## config.mk

```make
export PLATFORM = sky130hd
export DESIGN_NAME = leading_one_scanner_flat
export DESIGN_NICKNAME = d
export VERILOG_FILES = /design/src/rtl/leading_one_scanner_if.sv /design/src/rtl/leading_one_scanner.sv /design/src/flat_wrapper.sv
export SDC_FILE = /design/constraint.sdc
export NUM_CORES = 1
export LEC_CHECK = 0
export BUFFER_PORTS_ARGS = -buffer_cell sky130_fd_sc_hd__buf_4
export CAP_MARGIN = 20
export CORE_MARGIN = 8
export CORE_UTILIZATION = 40
export CTS_CLUSTER_DIAMETER = 200
export CTS_CLUSTER_SIZE = 12
export DETAILED_ROUTE_END_ITERATION = 10
export SLEW_MARGIN = 30
export SYNTH_ARGS = -nofsm -noshare
export SYNTH_HDL_FRONTEND = slang
export SYNTH_SLANG_ARGS = --single-unit
```

## constraint.sdc

```tcl
create_clock -name clk_i -period 2.1 [get_ports clk_i]
set_input_delay 0.105 -clock clk_i [delete_from_list [all_inputs] [get_ports clk_i]]
set_output_delay 0.105 -clock clk_i [all_outputs]
set_load 0.01 [all_outputs]
```

## src/rtl/leading_one_scanner_if.sv

```systemverilog
// Handshake bundle for the leading-one scanner: vector input side and
// index-beat output side. The scanner itself connects through the slave
// modport; a producer/consumer pair would use the master modport.
interface leading_one_scanner_if #(
   parameter int WIDTH = 9,
   parameter int IDX_W = $clog2(WIDTH)
);

   logic             in_valid_i;
   logic             in_ready_o;
   logic [WIDTH-1:0] number_i;
   logic             dir_i;

   logic             out_valid_o;
   logic             out_ready_i;
   logic [IDX_W-1:0] index_o;
   logic [IDX_W-1:0] seq_o;
   logic             last_o;
   logic             zero_o;

   modport master (
      output in_valid_i,
      output number_i,
      output dir_i,
      output out_ready_i,
      input  in_ready_o,
      input  out_valid_o,
      input  index_o,
      input  seq_o,
      input  last_o,
      input  zero_o
   );

   modport slave (
      input  in_valid_i,
      input  number_i,
      input  dir_i,
      input  out_ready_i,
      output in_ready_o,
      output out_valid_o,
      output index_o,
      output seq_o,
      output last_o,
      output zero_o
   );

endinterface

```

## src/rtl/leading_one_scanner.sv

```systemverilog
// Sequential set-bit walker. Accepts a WIDTH-bit vector and emits the index
// of every set bit, one beat per bit, either MSB-first or LSB-first. An
// all-zero vector produces a single beat flagged with zero_o. All outputs
// come from registers so there is no input-to-output combinational path.
module leading_one_scanner #(
   parameter int WIDTH = 9,
   parameter int IDX_W = $clog2(WIDTH)
) (
   input logic                  clk_i,
   input logic                  rst_ni,
   leading_one_scanner_if.slave bus
);

   localparam logic [0:0] ST_IDLE = 1'b0;
   localparam logic [0:0] ST_SCAN = 1'b1;

   localparam logic [WIDTH-1:0] WORK_ONE = {{(WIDTH-1){1'b0}}, 1'b1};
   localparam logic [IDX_W-1:0] SEQ_ONE  = {{(IDX_W-1){1'b0}}, 1'b1};

   logic [0:0]       state_q, state_d;
   logic [WIDTH-1:0] work_q, work_d;
   logic             dir_q, dir_d;
   logic             zero_q, zero_d;
   logic [IDX_W-1:0] seq_q, seq_d;

   logic [IDX_W-1:0] msb_idx;
   logic [IDX_W-1:0] lsb_idx;
   logic [IDX_W-1:0] cur_idx;
   logic             one_hot;
   logic             in_scan;
   logic             cur_last;
   logic             accept;
   logic             beat_done;

   // Highest set bit of the work vector; later iterations overwrite earlier ones
   always_comb begin
      msb_idx = '0;
      for (int i = 0; i < WIDTH; i++) begin
         if (work_q[i]) begin
            msb_idx = IDX_W'(i);
         end
      end
   end

   // Lowest set bit of the work vector, scanning downward so bit 0 wins last
   always_comb begin
      lsb_idx = '0;
      for (int i = WIDTH - 1; i >= 0; i--) begin
         if (work_q[i]) begin
            lsb_idx = IDX_W'(i);
         end
      end
   end

   // Per-beat decode: current index in the latched direction and last-beat detection
   always_comb begin
      in_scan   = (state_q == ST_SCAN);
      cur_idx   = dir_q ? lsb_idx : msb_idx;
      one_hot   = (work_q != '0) && ((work_q & (work_q - WORK_ONE)) == '0);
      cur_last  = zero_q || one_hot;
      accept    = (state_q == ST_IDLE) && bus.in_valid_i;
      beat_done = in_scan && bus.out_ready_i;
   end

   // Next-state logic for the IDLE/SCAN walk
   always_comb begin
      state_d = state_q;
      work_d  = work_q;
      dir_d   = dir_q;
      zero_d  = zero_q;
      seq_d   = seq_q;

      case (state_q)
         ST_IDLE: begin
            if (accept) begin
               work_d  = bus.number_i;
               dir_d   = bus.dir_i;
               zero_d  = (bus.number_i == '0);
               seq_d   = '0;
               state_d = ST_SCAN;
            end
         end

         ST_SCAN: begin
            if (beat_done) begin
               if (cur_last) begin
                  state_d = ST_IDLE;
               end else begin
                  for (int i = 0; i < WIDTH; i++) begin
                     if (IDX_W'(i) == cur_idx) begin
                        work_d[i] = 1'b0;
                     end
                  end
                  seq_d = seq_q + SEQ_ONE;
               end
            end
         end

         default: begin
            state_d = ST_IDLE;
         end
      endcase
   end

   // State registers; an async reset drops any in-flight vector
   always_ff @(posedge clk_i or negedge rst_ni) begin
      if (!rst_ni) begin
         state_q <= ST_IDLE;
         work_q  <= '0;
         dir_q   <= 1'b0;
         zero_q  <= 1'b0;
         seq_q   <= '0;
      end else begin
         state_q <= state_d;
         work_q  <= work_d;
         dir_q   <= dir_d;
         zero_q  <= zero_d;
         seq_q   <= seq_d;
      end
   end

   // Outputs are forced to zero outside SCAN so IDLE never shows stale beat data
   always_comb begin
      bus.in_ready_o  = (state_q == ST_IDLE);
      bus.out_valid_o = in_scan;
      bus.index_o     = (in_scan && !zero_q) ? cur_idx : '0;
      bus.seq_o       = in_scan ? seq_q : '0;
      bus.last_o      = in_scan && cur_last;
      bus.zero_o      = in_scan && zero_q;
   end

endmodule

```

## src/flat_wrapper.sv

```systemverilog
// flat-port wrapper written by rule: the top's interface ports become plain ports
module leading_one_scanner_flat 
#(
   parameter int WIDTH = 9,
   parameter int IDX_W = $clog2(WIDTH)
)
  (clk_i, rst_ni, bus_in_valid_i, bus_number_i, bus_dir_i, bus_out_ready_i, bus_in_ready_o, bus_out_valid_o, bus_index_o, bus_seq_o, bus_last_o, bus_zero_o);
  leading_one_scanner_if #(.WIDTH(WIDTH), .IDX_W(IDX_W)) bus_i ();
  input logic clk_i;
  input logic rst_ni;
  input wire logic [$bits(bus_i.in_valid_i)-1:0] bus_in_valid_i;
  input wire logic [$bits(bus_i.number_i)-1:0] bus_number_i;
  input wire logic [$bits(bus_i.dir_i)-1:0] bus_dir_i;
  input wire logic [$bits(bus_i.out_ready_i)-1:0] bus_out_ready_i;
  output wire logic [$bits(bus_i.in_ready_o)-1:0] bus_in_ready_o;
  output wire logic [$bits(bus_i.out_valid_o)-1:0] bus_out_valid_o;
  output wire logic [$bits(bus_i.index_o)-1:0] bus_index_o;
  output wire logic [$bits(bus_i.seq_o)-1:0] bus_seq_o;
  output wire logic [$bits(bus_i.last_o)-1:0] bus_last_o;
  output wire logic [$bits(bus_i.zero_o)-1:0] bus_zero_o;
  assign bus_i.in_valid_i = bus_in_valid_i;
  assign bus_i.number_i = bus_number_i;
  assign bus_i.dir_i = bus_dir_i;
  assign bus_i.out_ready_i = bus_out_ready_i;
  assign bus_in_ready_o = bus_i.in_ready_o;
  assign bus_out_valid_o = bus_i.out_valid_o;
  assign bus_index_o = bus_i.index_o;
  assign bus_seq_o = bus_i.seq_o;
  assign bus_last_o = bus_i.last_o;
  assign bus_zero_o = bus_i.zero_o;
  leading_one_scanner #(.WIDTH(WIDTH), .IDX_W(IDX_W)) u_core (.clk_i(clk_i), .rst_ni(rst_ni), .bus(bus_i));
endmodule
```

Yosys cells after proc, flatten, opt, wreduce, memory -nomap -nowiden

Index checks and enable logic that the tools add are counted.

Flip-flop bits (word level): 16
Bits of input ports: 14

Equal/unequal tests: 20
Muxes and demuxes: 41
Reductions and logical operators: 23
Bitwise logic cells: 2
Add/subtract/negate cells: 2

Operators by type and width:

| kind                                                                  | number |
|---|---|
| 4-bit two-way mux                                                     | 22 |
| 4-bit AND reduction                                                   | 9 |
| 9-bit two-way mux                                                     | 3 |
| 2-bit != test (second input constant)                                 | 11 |
| 9-bit logical NOT                                                     | 2 |
| 9-bit one-hot mux with 2 select lines                                 | 1 |
| 3-bit by 4-bit equality test with 1-bit output (first input constant) | 4 |
| 1-bit two-way mux                                                     | 13 |
| 9-bit AND                                                             | 1 |
| 9-bit nonzero test                                                    | 1 |
| 9-bit by 1-bit subtractor with 9-bit output (second input constant)   | 1 |
| 2-bit by 4-bit equality test with 1-bit output (first input constant) | 2 |
| 4-bit one-hot mux with 2 select lines                                 | 1 |
| 1-bit logical AND                                                     | 6 |
| 4-bit by 1-bit adder with 4-bit output (second input constant)        | 1 |
| 1-bit by 4-bit equality test with 1-bit output (first input constant) | 1 |
| 4-bit equality test (first input constant)                            | 1 |
| 4-bit logical NOT                                                     | 1 |
| 3-bit AND reduction                                                   | 1 |
| 2-bit by 1-bit != test with 1-bit output (second input constant)      | 1 |
| 1-bit one-hot mux with 2 select lines                                 | 1 |
| 2-bit AND reduction                                                   | 1 |
| 1-bit logical NOT                                                     | 1 |
| 1-bit logical OR                                                      | 1 |
| 1-bit inverter                                                        | 1 |

Logic depth before layout (Yosys ltp)

Word-level depth: 15
Mapped depth: 7
Gate-level depth less buffers: 5

Worst setup path after synthesis

Ideal clock, no wire load.

Kind: register -> register
Start point: register u_core.work_q[3]
End point: register u_core.work_q[8]
Library setup time: 0.126 ns
Arrival: 1.634 ns
Cell stages (with the launch flop): 6
Clock period less this slack: 1.759 ns
Slack: 0.341 ns
Data required time: 1.974 ns
Path buffers: 0
Cells stage by stage: dfrtp_1 or4_2 o21ai_1 nand2_1 o311ai_1 nand2_1

Word-level cells in the longest chain between the ends: 10
Elaborated cells between the ends (all ways): 21
Classes of those cells: add/sub (1); eq/ne (3); mux (11); bitwise (1); reduce/logical (5)

RTL lines:

| item                                                                                | RTL line                   | text |
|---|---|---|
| start: declaration                                                                  | leading_one_scanner.sv:21  | `logic [WIDTH-1:0] work_q, work_d;` |
| start signal: assignment                                                            | leading_one_scanner.sv:115 | `work_q <= work_d;` |
| branches (longest 9 deep; another with 9-bit by 1-bit subtractor with 9-bit output) | n/a                        |  |
| 4-bit AND reduction (no line) *                                                     | n/a                        |  |

Every way passes the cells marked *.
A chain may end at the register's enable or synchronous reset.

Worst setup path after layout

Start point: register u_core.work_q[0]
End point: output port bus_last_o

Word-level cells in the longest chain between the ends: 6
Elaborated cells between the ends (all ways): 7
Classes of those cells: add/sub (1); bitwise (1); reduce/logical (5)

RTL lines:

| item                                        | RTL line                   | text |
|---|---|---|
| 9-bit by 1-bit subtractor with 9-bit output | leading_one_scanner.sv:59  | `one_hot = (work_q != '0) && ((work_q & (work_q - WORK_ONE)) == '0);` |
| 9-bit AND                                   | leading_one_scanner.sv:59  |  |
| 9-bit logical NOT                           | leading_one_scanner.sv:59  |  |
| 1-bit logical AND *                         | leading_one_scanner.sv:59  |  |
| 1-bit logical OR *                          | leading_one_scanner.sv:60  | `cur_last = zero_q \|\| one_hot;` |
| 1-bit logical AND *                         | leading_one_scanner.sv:128 | `bus.last_o = in_scan && cur_last;` |
| end: declaration                            | flat_wrapper.sv:19         | `output wire logic [$bits(bus_i.last_o)-1:0] bus_last_o;` |

Every way passes the cells marked *; elsewhere a longest branch is shown, timed or not.

==> summary.md <==
| Metric | Value |
|---|---|
| Total negative slack | `0 ns` |
| Largest net degree at the start of global routing | `17` |
| IO Pins | `26` |
| Critical Path End Type | `output port` |
| Fraction of layout cells with a size suffix above 1 | `0.292` |
| DRT iter0 DRCs | `105` |
| Synth Flop Type | `dfrtp_1` |
| Pwr Density | `roughly 1600 mW/mm²` |
| TritonCTS clock tree | `built` |
| Worst skew pair latency | `0.29 ns` |
| Endpoints failing setup | `0` |
| Data arrival time of the worst path | `approximately 1.9 ns` |
| CP Launch Type | `flip-flop` |
| RSZ-0062 raised after global routing | `true` |
| Yosys reg bits | `16` |
| Synth Net Count | `148` |
| Die X | `around 70 µm` |
| Warnings, synthesis | `0` |
| Syn_area_per_cell | `8.53 µm²` |
| Vias in the first global route | `1,097` |
| Die H | `69.3 µm` |
| Post-synth cell types | `42` |
| Fin crit share | `0.969` |
| Diode count | `0` |
| Antenna viol nets, final | `0` |
| Num CTS Buffers | `3` |
| First-pass GRT wire length | `5380 µm` |
| Crit path max fanout | `6` |
| Initial antenna violation count | `0` |
| Pre-Repair DR Iteration Count | `4` |
| Slew headroom | `0.726` |
| Leak Pwr | `0.646 nW` |
| Number of synthesized flops with an enable pin | `0` |
| GP Congestion | `0.871` |
| DRC errors left | `0` |
| Clk buf depth | `2` |
| Post-Syn Area | `~0.0011 mm²` |
| Via/cell ratio | `5.79` |
| Via Count | `1,152` |
| Hold slack | `0.0221 ns` |
| Grt ovf | `0` |
| P&R area growth vs syn | `29.1%` |
| TritonCTS Sinks | `16` |
| Drt wl/cell | `about 17 µm` |
| Overall Global Routing Usage | `0.130` |
| Cells on worst reg2reg path | `6` |
| DPL Wire Length | `2410 µm` |
| Fmax | `492 MHz` |
| CP required | `roughly 2.0 ns` |
| Worst Max-Slew Pin Slew | `0.410 ns` |
| Final Hold Fails | `0` |
| Status | `finished clean` |
| Nets | `roughly 190` |
| Fin. max-slew vios | `0` |
| Hold path cells | `3` |
| Routed wire length | `~3300 µm` |
| Synth Instances | `133` |
| Clk root buf | `clkbuf_4` |
| Clk_skew | `0.00571 ns` |
| Clock-pin slew of the registers on the worst-case setup and hold paths | `0.10 ns` |
| Initial Util | `0.415` |
| # rows | `19` |
| Path type of the worst setup path | `flip-flop to output port` |
| Peak VDD IR | `1110 µV` |
| Core Area | `around 0.0027 mm²` |
| # port buffers | `25` |
| Type of the worst min-delay path | `input pin to flip-flop` |
| Max_cap viols | `0` |
| Register area share after synthesis | `0.353` |
| Min Tclk post-route | `just over 2 ns` |
| Die Footprint | `0.00480 mm²` |
| Htree depth | `1` |
| Ys async rst share | `1.00` |
stage by stage:
| step | cells | setup slack [ns] | util | instance area, µm² | total power [mW] |
|---|---|---|---|---|---|
| finish | 199 | 0.0654 | 0.536 | 1470 | 2.35 |
| global route | 199 | -0.0201 | 0.536 | 1470 | 2.52 |
| CTS | 194 | 0.0143 | 0.520 | 1420 | 2.23 |
| detailed placement | 187 | 0.0976 | 0.494 | 1350 | 1.98 |
| global placement | 187 | 0.175 | 0.494 | 1350 | 1.96 |
| floorplan | 133 | 0.341 | - | 1130 | 1.53 |
flip-flops by register name, indices dropped and copies added, names as in the netlist:
| register | count |
|---|---|
| u_core.dir_q | 1 |
| u_core.bus.out_valid_o | 1 |
| u_core.work_q | 9 |
| u_core.seq_q | 4 |
| u_core.zero_q | 1 |
routing by layer:
| layer | track usage | share of wire | wire length, µm | up-vias |
|---|---|---|---|---|
| li1 | - | - | - | 559 |
| met1 | 0.176 | 0.48 | 1600 | 555 |
| met2 | 0.201 | 0.46 | 1550 | 32 |
| met3 | 0.0258 | 0.045 | 151 | 6 |
| met4 | 0.0410 | 0.015 | 49 | 0 |
| met5 | 0 | 0 | 0 | - |
worst paths after layout:
| path | startpoint | endpoint | slack [ns] |
|---|---|---|---|
| setup reg to reg | u_core.work_q[0] | u_core.seq_q[3] | 0.09 |
| hold reg to reg | u_core.seq_q[2] | u_core.seq_q[2] | 0.50 |
| hold / removal | bus_number_i[8] | u_core.work_q[8] | 0.02 |
| min in group asynchronous | rst_ni | u_core.dir_q | 0.20 |
| setup / recovery | u_core.work_q[0] | bus_last_o | 0.07 |
| max in group asynchronous | rst_ni | u_core.work_q[2] | 1.68 |
repair_timing:
item	4_1_cts	5_1_grt
endpoints found under the hold margin	17	0
gates resized for setup	3	4
hold buffers	2	0
pin swaps	1	4
buffers inserted	2	5
endpoints found under the setup margin	2	2
area by class of cell:
class | instances | area (µm²)
Clock buffer | 3 | 22.5
Timing Repair Buffer | 38 | 290
Fill cell | 248 | 1270
Tap cell | 31 | 38.8
Multi-Input combinational cell | 109 | 699
Sequential cell | 16 | 407
Inverter | 2 | 7.51
worst max-delay path, cell delays in order, from the launching register on:
cell	delay [ns]
dfrtp_2	0.47
nor4_4	0.34
nand4b_1	0.20
a32oi_4	0.34
nor2_1	0.07
nor2_1	0.10
buf_4	0.12
placed cells by master, fill, tap and decap left out, types with 2 or more instances in the layout:
cell	instances
nor3_1	2
nor2b_1	4
nor2_1	23
dfrtp_2	5
a21oi_1	9
o31ai_1	4
buf_4	36
dfrtp_1	11
nand2_1	15
o211ai_1	2
o21ai_1	3
mux2i_1	10
clkbuf_4	3
and2_1	6
nand2b_1	2
or4_1	3
inv_1	2
nand3_1	2
o21ai_0	2
dlygate4sd3_1	2
cells by family (layout without fill, tap and decap cells):
group / after synthesis / in the layout / share of synthesized area
AOI/OAI and AO/OA: 32 / 32 / 0.204
xor gates and xnor gates: 1 / 1 / 0.00772
adders and majority gates: 1 / 1 / 0.0110
buffers and inverters: 8 / 43 / 0.0430
DFF: 16 / 16 / 0.353
muxes: 10 / 10 / 0.0882
and+or+nand+nor: 65 / 65 / 0.293
synthesized netlist by cell type, drive strengths merged (4+ instances only):
| cell | count | area, µm² |
|---|---|---|
| a21oi | 9 | 45.0 |
| and2 | 6 | 37.5 |
| buf | 4 | 31.3 |
| dfrtp | 16 | 400 |
| mux2i | 10 | 100 |
| nand2 | 15 | 56.3 |
| nor2 | 23 | 86.3 |
| nor2b | 4 | 25.0 |
| o21ai | 5 | 25.0 |
| o31ai | 4 | 30.0 |
| or4 | 4 | 31.3 |
report_power, final:
group,total (mW),internal [mW],switching [mW]
Clock,0.167,0.0666,0.101
Sequential,0.674,0.443,0.231
Combinational,1.51,0.724,0.788
Total,2.35,1.23,1.12
No activity file was read; power rests on OpenSTA's default activity.
